### config.mk
export PLATFORM = sky130hd
export DESIGN_NAME = mem_dma_copy
export DESIGN_NICKNAME = d
export VERILOG_FILES = /design/src/rtl/mem_dma_copy.sv
export SDC_FILE = /design/constraint.sdc
export NUM_CORES = 1
export LEC_CHECK = 0
export ABC_AREA = 1
export CAP_MARGIN = 25
export CORE_AREA = 2 2 86 88
export CTS_CLUSTER_SIZE = 28
export DETAILED_ROUTE_END_ITERATION = 8
export DIE_AREA = 0 0 88 90
export PLACE_DENSITY_LB_ADDON = 0.05
export RECOVER_POWER = 25
export SLEW_MARGIN = 20
export SYNTH_ARGS = -nofsm -noshare
export SYNTH_HDL_FRONTEND = slang
export SYNTH_SLANG_ARGS = --single-unit
### constraint.sdc
create_clock -name CLK -period 4.2 [get_ports CLK]
set_input_delay 0.84 -clock CLK [delete_from_list [all_inputs] [get_ports CLK]]
set_output_delay 0.84 -clock CLK [all_outputs]
set_load 0.02 [all_outputs]
### src/rtl/mem_dma_copy.sv
// mem_dma_copy: byte-serial block copier that acts as the bus initiator of a
// 64K x 8 synchronous memory. Each byte is one read cycle followed by one
// write cycle; the read data arrives on MemDataOut during the write cycle and
// is forwarded straight to MemDataIn.
//
// Handshake: START is a request that is accepted only while the engine is
// IDLE (ignored otherwise); SRC/DST/LEN are captured on the accepted edge.
// DONE is a single-cycle completion strobe (state FIN) with no back-pressure.
// HOLD is a level request to yield the bus; it takes effect only at a byte
// boundary, so a read is never separated from its write.
module mem_dma_copy #(
  parameter int AW = 16,
  parameter int DW = 8
) (
  input  logic          CLK,
  input  logic          RESET_N,
  input  logic          START,
  input  logic [AW-1:0] SRC,
  input  logic [AW-1:0] DST,
  input  logic [AW-1:0] LEN,
  input  logic          HOLD,
  output logic [AW-1:0] MemAddress,
  output logic          MemWE,
  output logic [DW-1:0] MemDataIn,
  input  logic [DW-1:0] MemDataOut,
  output logic          BUSY,
  output logic          DONE,
  output logic [2:0]    o_dbg_state
);

  typedef enum logic [2:0] {
    S_IDLE  = 3'd0,
    S_READ  = 3'd1,
    S_WRITE = 3'd2,
    S_PAUSE = 3'd3,
    S_FIN   = 3'd4
  } state_t;

  state_t        r_state;
  state_t        w_next;
  logic [AW-1:0] r_src_ptr;
  logic [AW-1:0] r_dst_ptr;
  logic [AW-1:0] r_count;
  logic          w_last_byte;

  assign w_last_byte = (r_count == AW'(1));
  assign o_dbg_state = r_state;

  // State register; reset forces IDLE so bus outputs drop asynchronously.
  always_ff @(posedge CLK or negedge RESET_N) begin
    if (!RESET_N) begin
      r_state <= S_IDLE;
    end else begin
      r_state <= w_next;
    end
  end

  // Transfer pointers and byte counter: captured on accepted START,
  // advanced once per completed write. Pointers wrap naturally at 2^AW.
  always_ff @(posedge CLK or negedge RESET_N) begin
    if (!RESET_N) begin
      r_src_ptr <= '0;
      r_dst_ptr <= '0;
      r_count   <= '0;
    end else if (r_state == S_IDLE && START) begin
      r_src_ptr <= SRC;
      r_dst_ptr <= DST;
      r_count   <= LEN;
    end else if (r_state == S_WRITE) begin
      r_src_ptr <= r_src_ptr + AW'(1);
      r_dst_ptr <= r_dst_ptr + AW'(1);
      r_count   <= r_count - AW'(1);
    end
  end

  // Next-state logic and bus/status decode, purely from the current state.
  always_comb begin
    w_next     = r_state;
    MemAddress = '0;
    MemWE      = 1'b0;
    MemDataIn  = '0;
    BUSY       = 1'b0;
    DONE       = 1'b0;
    case (r_state)
      S_IDLE: begin
        if (START) begin
          if (LEN == '0) begin
            w_next = S_FIN;
          end else if (HOLD) begin
            w_next = S_PAUSE;
          end else begin
            w_next = S_READ;
          end
        end
      end
      S_READ: begin
        MemAddress = r_src_ptr;
        BUSY       = 1'b1;
        w_next     = S_WRITE;
      end
      S_WRITE: begin
        MemAddress = r_dst_ptr;
        MemWE      = 1'b1;
        MemDataIn  = MemDataOut;
        BUSY       = 1'b1;
        if (w_last_byte) begin
          w_next = S_FIN;
        end else if (HOLD) begin
          w_next = S_PAUSE;
        end else begin
          w_next = S_READ;
        end
      end
      S_PAUSE: begin
        BUSY = 1'b1;
        if (!HOLD) begin
          w_next = S_READ;
        end
      end
      S_FIN: begin
        DONE   = 1'b1;
        w_next = S_IDLE;
      end
      default: begin
        w_next = S_IDLE;
      end
    endcase
  end

endmodule

==> results.toml <==
[place]
gp_congestion = 0.9118
placement.io_buffers = 89
placement.cell_area_mm2 = 0.004594
place.detailed.instances = 704
hpwlAfterDp_um = 7360
pre_cts_ws_ns = 1.243

[global_route]
global_route_wire_length_before_repair_um = 16390
grt_pass1_vias = 3624
number_of_antenna_violations_at_the_first_check_in_global_routing = 0
grt_start_max_net_pins = 47
grtUsageTotal = 0.2574
total_global_routing_overflow = 0

[synth]
synth_fp_nets = 591
post-synth-top-count-cell = "nand2_1"
avgSynthCellArea_um2 = 6.914
post_synth_xor_area_fraction = 0.03606
synth_compound_gate_area_share = 0.1727
synth-seq-area-share = 0.3503
yosysTopAreaCellShare = 0.3503
synth_seq_cells = 51
asyncSetResetFlopFracSynth = 1.000
synth-edff-count = 0
library_cells_used_by_synthesis = 34
ys_warn_count = 0
synthSimpleGateAreaFrac = 0.3235
synth_top_family_by_area = "simple AND/OR/NAND/NOR gates"
synth_ff_type = "dfrtp_1"
synthMuxAreaShare = 0
fraction_of_the_mapped_netlist_area_in_adder_cells = 0.01374
post_synth_inst_count = 527
synth.cells.most_frequent = "nand2_1 (146), nor2_1 (66), inv_1 (65), dfrtp_1 (51), nand3_1 (42)"
synth_top_area_cell = "dfrtp_1"
cell_area_after_synthesis_mm2 = 0.003643
synthTopCellsByArea = "dfrtp_1 (35%), nand2_1 (15%), nor2_1 (6.8%)"

[clock_tree]
cts_setup_buffers = 0
cts_buffers = 5
cts_tree = "yes"
clk_path_buf_depth = 2
numClockSinks = 51
clk_pin_slew_ns = 0.09
postCtsHoldBufs = 0
cts_root_buffer = "clkbuf_8"
clock_tree.htree_level_count = 2
worstSkewPairLatency_ns = 0.31
cts_resized = 0

[timing]
hold_ws_ns = 0.5224
fmaxAchievable_ghz = 0.3023
rsz0062_at_grt = "no"
finalCritPeriodShare = 0.7876
timing_worst_slew_pin_value_ns = 2.081
final_hold_viol_count = 0
min_period_ns = 3.308
finalClockSkew_ns = 0.002882
timing.slew.headroom = -0.3873
timing_max_transition_violations_final = 38
fin_setup_tns_ns = 0
finalSetupViolCount = 0
timing.final.ws_setup_ns = 0.8923

[power]
power-per-cell-area_mw_per_mm2 = 690.0
irDropWorstVdd_v = 0.0002951
fin_total_pwr_mw = 3.244
power.static_leakage_nw = 2.085

[critical_path]
timing_worst_setup_path_type = "flop to output pin"
crit_path_end_kind = "output pin"
critical_path_peak_fanout = 17
crit_chain = "inv_2 -> nand3_1 -> o22ai_1 -> clkdlybuf4s50_1"
crit_arrival_ns = 2.47
required_ns = 3.36
timing.critical_path.from_type = "flop"
cp_slowest_cell = "clkdlybuf4s50_1"
critical_path.max_stage_delay_ns = 0.66

[final_layout]
layout.core_utilization = 0.6698
finalNonFillerCells = 713
nFillCells = 626
layout-drive-gt1-share = 0.07329
num_antenna_cells = 0
cell_area_after_layout_mm2 = 0.004702
area_growth_pct = 29.05
fin_nets = 677

[outcome]
status = "finished, violations left"
violations_in_the_final_reports = "capacitance limit, slew limit"

[routing]
drtAntennaViolNets = 0
drc = 0
drt_first_pass_iters = 5
viasPerCell = 5.331
drt-initial-drc-count = 194
avgRoutedWirePerCell_um = 13.94
drt_wl_total_um = 9937
route.vias.total = 3801

[floorplan]
die-height_um = 90
floorplan.io_pins = 90
floorplan.rows = 31
core_area_mm2 = 0.007020
floorplan.initialDensity = 0.5190
dieWidth_um = 88
die_area_mm2 = 0.007920

[run]
timing.max_cap.violations = 1

[worst_hold_path]
min-delay-path-class = "flop to flop"
-- registers in the layout, summed over array words and instances (netlist names) --
register     cells
o_dbg_state      3
r_count         16
r_dst_ptr       16
r_src_ptr       16
-- critical path, delay by kind of cell, from the launching register on --
kind / cells / cell delay (ns)
flip-flops: 1 / 0.45
AND/OR/NAND/NOR: 1 / 0.50
buffers and inverters: 2 / 0.78
AO/OA/AOI/OAI: 1 / 0.42
-- routing by layer --
layer / vias up / global-route usage / part of all wire
met2: 117 / 0.4489 / 0.51
met5: - / 0 / 0
met4: 0 / 0.08974 / 0.021
met1: 1780 / 0.3269 / 0.43
li1: 1887 / - / -
met3: 17 / 0.02388 / 0.041
-- cell families after synthesis --
kind of cell	after synthesis
AO/OA/AOI/OAI	87
XOR/XNOR	15
adder cells (fa/ha/maj)	4
buffers and inverters	90
flip-flops	51
AND/OR/NAND/NOR	280
-- path summary, 6_finish.rpt --
path | endpoint | slack, ns | startpoint | depth (start not counted)
setup / recovery | MemAddress[6] | 0.89 | o_dbg_state[2] | 4
hold / removal | r_dst_ptr[14] | 0.52 | r_dst_ptr[14] | 2
setup reg to reg | r_dst_ptr[12] | 1.97 | o_dbg_state[0] | 10
hold reg to reg | r_dst_ptr[14] | 0.52 | r_dst_ptr[14] | 2
max in group asynchronous | r_dst_ptr[6] | 1.89 | RESET_N | 1
min in group asynchronous | r_src_ptr[2] | 1.11 | RESET_N | 1
-- power breakdown --
part           leakage (nW)  total [mW]  switching, mW  internal, mW
registers             0.634       0.958          0.229         0.729
clock network        0.0422       0.285          0.168         0.118
logic                  1.41        2.00           1.20         0.800
-- final cells by class --
type	instances	area [µm²]	area share
timing repair buffer	96	957.2	0.2036
clock buffer	7	76.32	0.01623
multi-input combinational	386	1989	0.4231
sequential	51	1276	0.2714
tap	99	123.9	0.02634
inverter	73	274.0	0.05828
clock inverter	1	5.005	0.001064
-- placed cells by master (no fill, tap or decap), types with 2 or more instances in the layout --
cell type | synthesis | routed
o21ai_0 | 13 | 13
nor2_1 | 66 | 66
inv_1 | 65 | 65
nand3_1 | 42 | 42
buf_4 | 1 | 6
ha_1 | 4 | 4
o211ai_2 | 10 | 10
clkdlybuf4s50_1 | 0 | 88
a21oi_1 | 4 | 4
clkbuf_1 | 2 | 3
inv_2 | 8 | 8
o21bai_1 | 5 | 5
xnor2_1 | 2 | 2
o22ai_2 | 2 | 2
o221ai_2 | 4 | 4
nand2_4 | 2 | 2
o21ai_1 | 22 | 22
o311ai_1 | 2 | 2
o211ai_1 | 6 | 6
clkbuf_8 | 0 | 5
nor2_2 | 3 | 3
nor3_1 | 8 | 8
xor2_1 | 13 | 13
nand4_1 | 8 | 8
nand2_1 | 146 | 146
o22ai_1 | 16 | 16
o221ai_1 | 2 | 2
dfrtp_1 | 51 | 51
(Power assumes the default switching activity.)
==> RTL edit 1: new RTL, config.mk and constraints unchanged <==
`DW`: 8 -> 6.
--- a/src/rtl/mem_dma_copy.sv
+++ b/src/rtl/mem_dma_copy.sv
@@ -11,5 +11,5 @@
 module mem_dma_copy #(
   parameter int AW = 16,
-  parameter int DW = 8
+  parameter int DW = 6
 ) (
   input  logic          CLK,
Interface: changed (resized MemDataIn and MemDataOut); port bits go from 90 to 86. No check against the original RTL was run, so the function may have changed too.
==> RTL edit 1 against the unedited design <==
  * The flow still finishes with violations (capacitance limit, slew limit)
  * Worst setup slack gained 0.010 ns
  * Sequential share of layout area rose by 1.1 points
  * Critical endpoint is now MemAddress[12]
  * Hold slack better by 0.022 ns
  * Cell area is 3.8% lower
  * Routed wire length decreased by 2.2%
  * Sequential power down 1%
  * Combinational power fell by 10%
  * Critical path type unchanged
  * Total power fell by 5.9%
  * Synthesized cell count decreased by 0.76%
  * Core utilization shrank 2.5 points
  * Sequential cell count unchanged
  * Synthesized area fell by 2.9%
==> RTL edit 1: results (changes against the unedited design) <==
Run status
  • Outcome: finished with violations (unchanged)
  • Failing checks: capacitance limit, slew limit (unchanged)

Setup path
  • FF-to-FF setup slack: 2.27 ns (was 1.97 ns)

GRT
  • Largest net degree at the start of global routing: 52 (was 47)
  • First-pass GRT wire length: 16.24 mm (was 16.39 mm)
  • Vias in the first global route: 3722 (was 3624)
  • Gr usage total: 0.2555 (was 0.2574)

Synthesis
  • Area contributors post-synth: dfrtp_1, nand2_1, nor2_1 (unchanged)
  • Synth cell count leaders: nand2_1, nor2_1, inv_1 (unchanged)
  • Post-Syn Nets: 585 (was 591)

STA
  • Slew Limit Fails: 52 (was 38)
  • Slew margin rel.: -0.8851 (was -0.3873)
  • Worst Skew: 0.004740 ns (was 0.002882 ns)

Place
  • Port Buffer Count: 85 (was 89)
  • Gpl congestion: 0.9222 (was 0.9118)
  • Setup WS pre-CTS: 1.277 ns (was 1.243 ns)
  • DPL Wire Length: 7.098 mm (was 7.360 mm)

Route
  • Initial DRC Count: 231 (was 194)
  • Vias per inst: 5.348 (was 5.331)
  • Wire per inst: 13.86 um (was 13.94 um)
  • Initial DRT Pass Iterations: 4 (was 5)

Layout
  • Net count, final: 663 (was 677)
  • Filler cell count: 666 (was 626)

Power
  • Worst vdd ir: 0.4251 mV (was 0.2951 mV)
  • Sw Pwr: 1500 uW (was 1598 uW)
  • Static Leak: 0.001974 uW (was 0.002085 uW)

Job
  • MaxCap Viol Count: 1 (unchanged)
## RTL edit 1: cell types whose count changed after synthesis, moves of 4 or more
cell / before / now
o211ai_1: 6 / 16
o21ai_1: 22 / 12
o21ai_0: 13 / 22
o221ai_2: 4 / 0
o211ai_2: 10 / 0
## RTL edit 1: logic make-up (layout without fill, tap and decap cells)
| logic type | count (synthesis) | count (layout) | synth area share |
|---|---|---|---|
| compound gates | 86 | 86 | 0.1510 |
| flops | 51 | 51 | 0.3608 |
| buf+inv | 86 | 165 | 0.1051 |
| xor+xnor | 13 | 13 | 0.03219 |
| fa+ha+maj | 4 | 4 | 0.01415 |
| simple gates | 283 | 283 | 0.3368 |
## RTL edit 1: power groups by stage
stage | registers, uW | logic [uW] | clock network [uW]
after floorplan | 911 | 1270 | 0
after CTS | 942 | 1800 | 314
after detailed placement | 947 | 1800 | 0
after global placement | 943 | 1750 | 0
final | 948 | 1800 | 308
after global routing | 982 | 2000 | 331
## RTL edit 1: how the worst max path moves through the flow
stage                   start              to  slack, ns  cells after the start
2_1_floorplan  o_dbg_state[1]   MemAddress[3]       1.89                      8
3_3_place_gp   o_dbg_state[2]   MemAddress[3]       1.31                      4
3_5_place_dp   o_dbg_state[2]   MemAddress[3]       1.28                      4
4_1_cts        o_dbg_state[2]   MemAddress[3]       0.92                      4
5_1_grt               RESET_N    r_dst_ptr[7]       0.54                      2
6_report       o_dbg_state[2]  MemAddress[12]       0.90                      4
## RTL edit 1: stage by stage
stage	cell area [um2]	total power, uW	hold slack [ns]	cells
after global routing	4523	3315	0.5622	701
final	4523	3053	0.5443	701
after global placement	4428	2698	0.5061	693
after floorplan	3537	2182	0.4871	523
after CTS	4527	3058	0.5476	701
after detailed placement	4428	2749	0.5219	693
## RTL edit 1: per-layer routing
metal	up-vias	part of all wire	GRT usage
met2	117	0.51	0.4482
met3	21	0.049	0.04224
met1	1743	0.42	0.3076
met5	-	0	0
li1	1868	-	-
met4	0	0.023	0.09487
## RTL edit 1: critical path, cell delays in order (launching register included)
cell and delay (ns):
dfrtp_1 0.46, inv_2 0.10, nand3_1 0.51, o22ai_1 0.42, clkdlybuf4s50_1 0.65
## RTL edit 1: layout make-up
class / instances / area (um2) / share of cell area
Tap cell: 99 / 123.9 / 0.02739
Clock buffer: 6 / 82.58 / 0.01826
Inverter: 68 / 255.2 / 0.05643
Timing Repair Buffer: 89 / 872.1 / 0.1928
Clock inverter: 2 / 16.27 / 0.003596
Sequential cell: 51 / 1276 / 0.2822
Multi-Input combinational cell: 386 / 1897 / 0.4194
==> RTL edit 2: new RTL, same settings <==
Made on the original files. Put a register stage on the output `MemDataIn`. The value now appears one clock later. The other outputs are not delayed to match.
--- a/src/rtl/mem_dma_copy.sv
+++ b/src/rtl/mem_dma_copy.sv
@@ -36,4 +36,6 @@
     S_FIN   = 3'd4
   } state_t;
+
+  logic [DW-1:0] MemDataIn_d;
 
   state_t        r_state;
@@ -79,5 +81,5 @@
     MemAddress = '0;
     MemWE      = 1'b0;
-    MemDataIn  = '0;
+    MemDataIn_d = '0;
     BUSY       = 1'b0;
     DONE       = 1'b0;
@@ -102,5 +104,5 @@
         MemAddress = r_dst_ptr;
         MemWE      = 1'b1;
-        MemDataIn  = MemDataOut;
+        MemDataIn_d = MemDataOut;
         BUSY       = 1'b1;
         if (w_last_byte) begin
@@ -128,4 +130,8 @@
   end
 
+  always_ff @(posedge CLK) begin
+    MemDataIn <= MemDataIn_d;
+  end
+
 endmodule
 
Behaviour: not the same (Yosys sat finds a counterexample within 4 cycles, from zero or initial values and one cycle with RESET_N low).
==> RTL edit 2 against the unedited design <==
  * The run still ends with capacitance limit, slew limit left
  * Total power increased by 11%
  * Sequential power up 11%
  * Cell area up 5.5%
  * Global-route usage up 1.8 points
  * Routed wire length rose by 6.3%
  * Hold slack got worse by 0.0052 ns
  * Worst setup slack got worse by 0.16 ns
  * Sequential share of layout area increased by 1.8 points
  * Sequential cell count grew 8
  * Critical path depth unchanged
  * Synthesized area grew 6.3%
  * Critical path type unchanged
  * Critical endpoint is now MemAddress[10]
==> RTL edit 2: results (changes against the unedited design) <==
Route
  • WL final: 10.56 mm (was 9.937 mm)
  • Initial DRC Count: 219 (was 194)
  • WL met2: 5.116 mm (was 5.097 mm)

Job
  • MaxCap Viol Count: 1 (unchanged)

Layout
  • Fraction of layout cells with a size suffix above 1: 0.05191 (was 0.07329)
  • Filler cell count: 618 (was 626)

GRT
  • Gr usage total: 0.2754 (was 0.2574)
  • Largest net degree at the start of global routing: 43 (was 47)
  • Vias in the first global route: 3858 (was 3624)
  • First-pass GRT wire length: 17.22 mm (was 16.39 mm)

Setup path
  • Critical path's largest stage delay: 0.69 ns (was 0.66 ns)
  • Reg-to-reg critical path endpoint: r_src_ptr[6] (was r_dst_ptr[12])
  • Reg2reg path depth: 7 (was 10)

Power
  • Worst vdd ir: 0.4784 mV (was 0.2951 mV)

Synthesis
  • Synth async-reset ratio: 0.8644 (was 1.000)
  • Synth Area in Compound Gates: 0.1264 (was 0.1727)
  • Post-Syn Nets: 631 (was 591)

STA
  • Slew Limit Fails: 28 (was 38)
  • Worst Skew: 0.008225 ns (was 0.002882 ns)
  • Slew margin rel.: -0.007655 (was -0.3873)

Run status
  • Failing checks: capacitance limit, slew limit (unchanged)
  • Outcome: finished with violations (unchanged)

Place
  • Post-place instance area: 4777 um2 (was 4594 um2)
  • Setup WS pre-CTS: 1.187 ns (was 1.243 ns)

Min path
  • Worst hold start: r_dst_ptr[10] (was r_dst_ptr[14])
  • Worst Hold End: r_dst_ptr[10] (was r_dst_ptr[14])
RTL edit 2: changes by cell type in the layout (fill, tap and decap cells not counted), sizes merged, moves of 4 or more:
cell / change
o211ai: -6
nand3: +6
clkbuf: +6
o22ai: +7
inv: +7
nor2: +14
o221ai: -4
dfxtp: +8
buf: -5
nand2: +4
RTL edit 2: layout make-up:
class,instances,area (um2),area share
Multi-Input combinational cell,408,2006,0.4043
Sequential cell,59,1436,0.2895
Timing Repair Buffer,92,903.4,0.1821
Inverter,80,302.8,0.06103
Clock buffer,12,166.4,0.03354
Tap cell,99,123.9,0.02497
Clock inverter,4,22.52,0.004540
RTL edit 2: metal layers:
metal,up-vias,track usage
li1,2000,-
met1,1852,0.3617
met2,163,0.4539
met3,17,0.03765
met4,0,0.1077
met5,-,0
RTL edit 2: power by group through the flow:
stage	sequential [uW]	combinational (uW)	clock, uW
detailed placement	1060	2030	0
CTS	1060	2040	504
floorplan	1050	1430	0
global placement	1050	1970	0
global route	1100	2270	525
finish	1060	2050	497
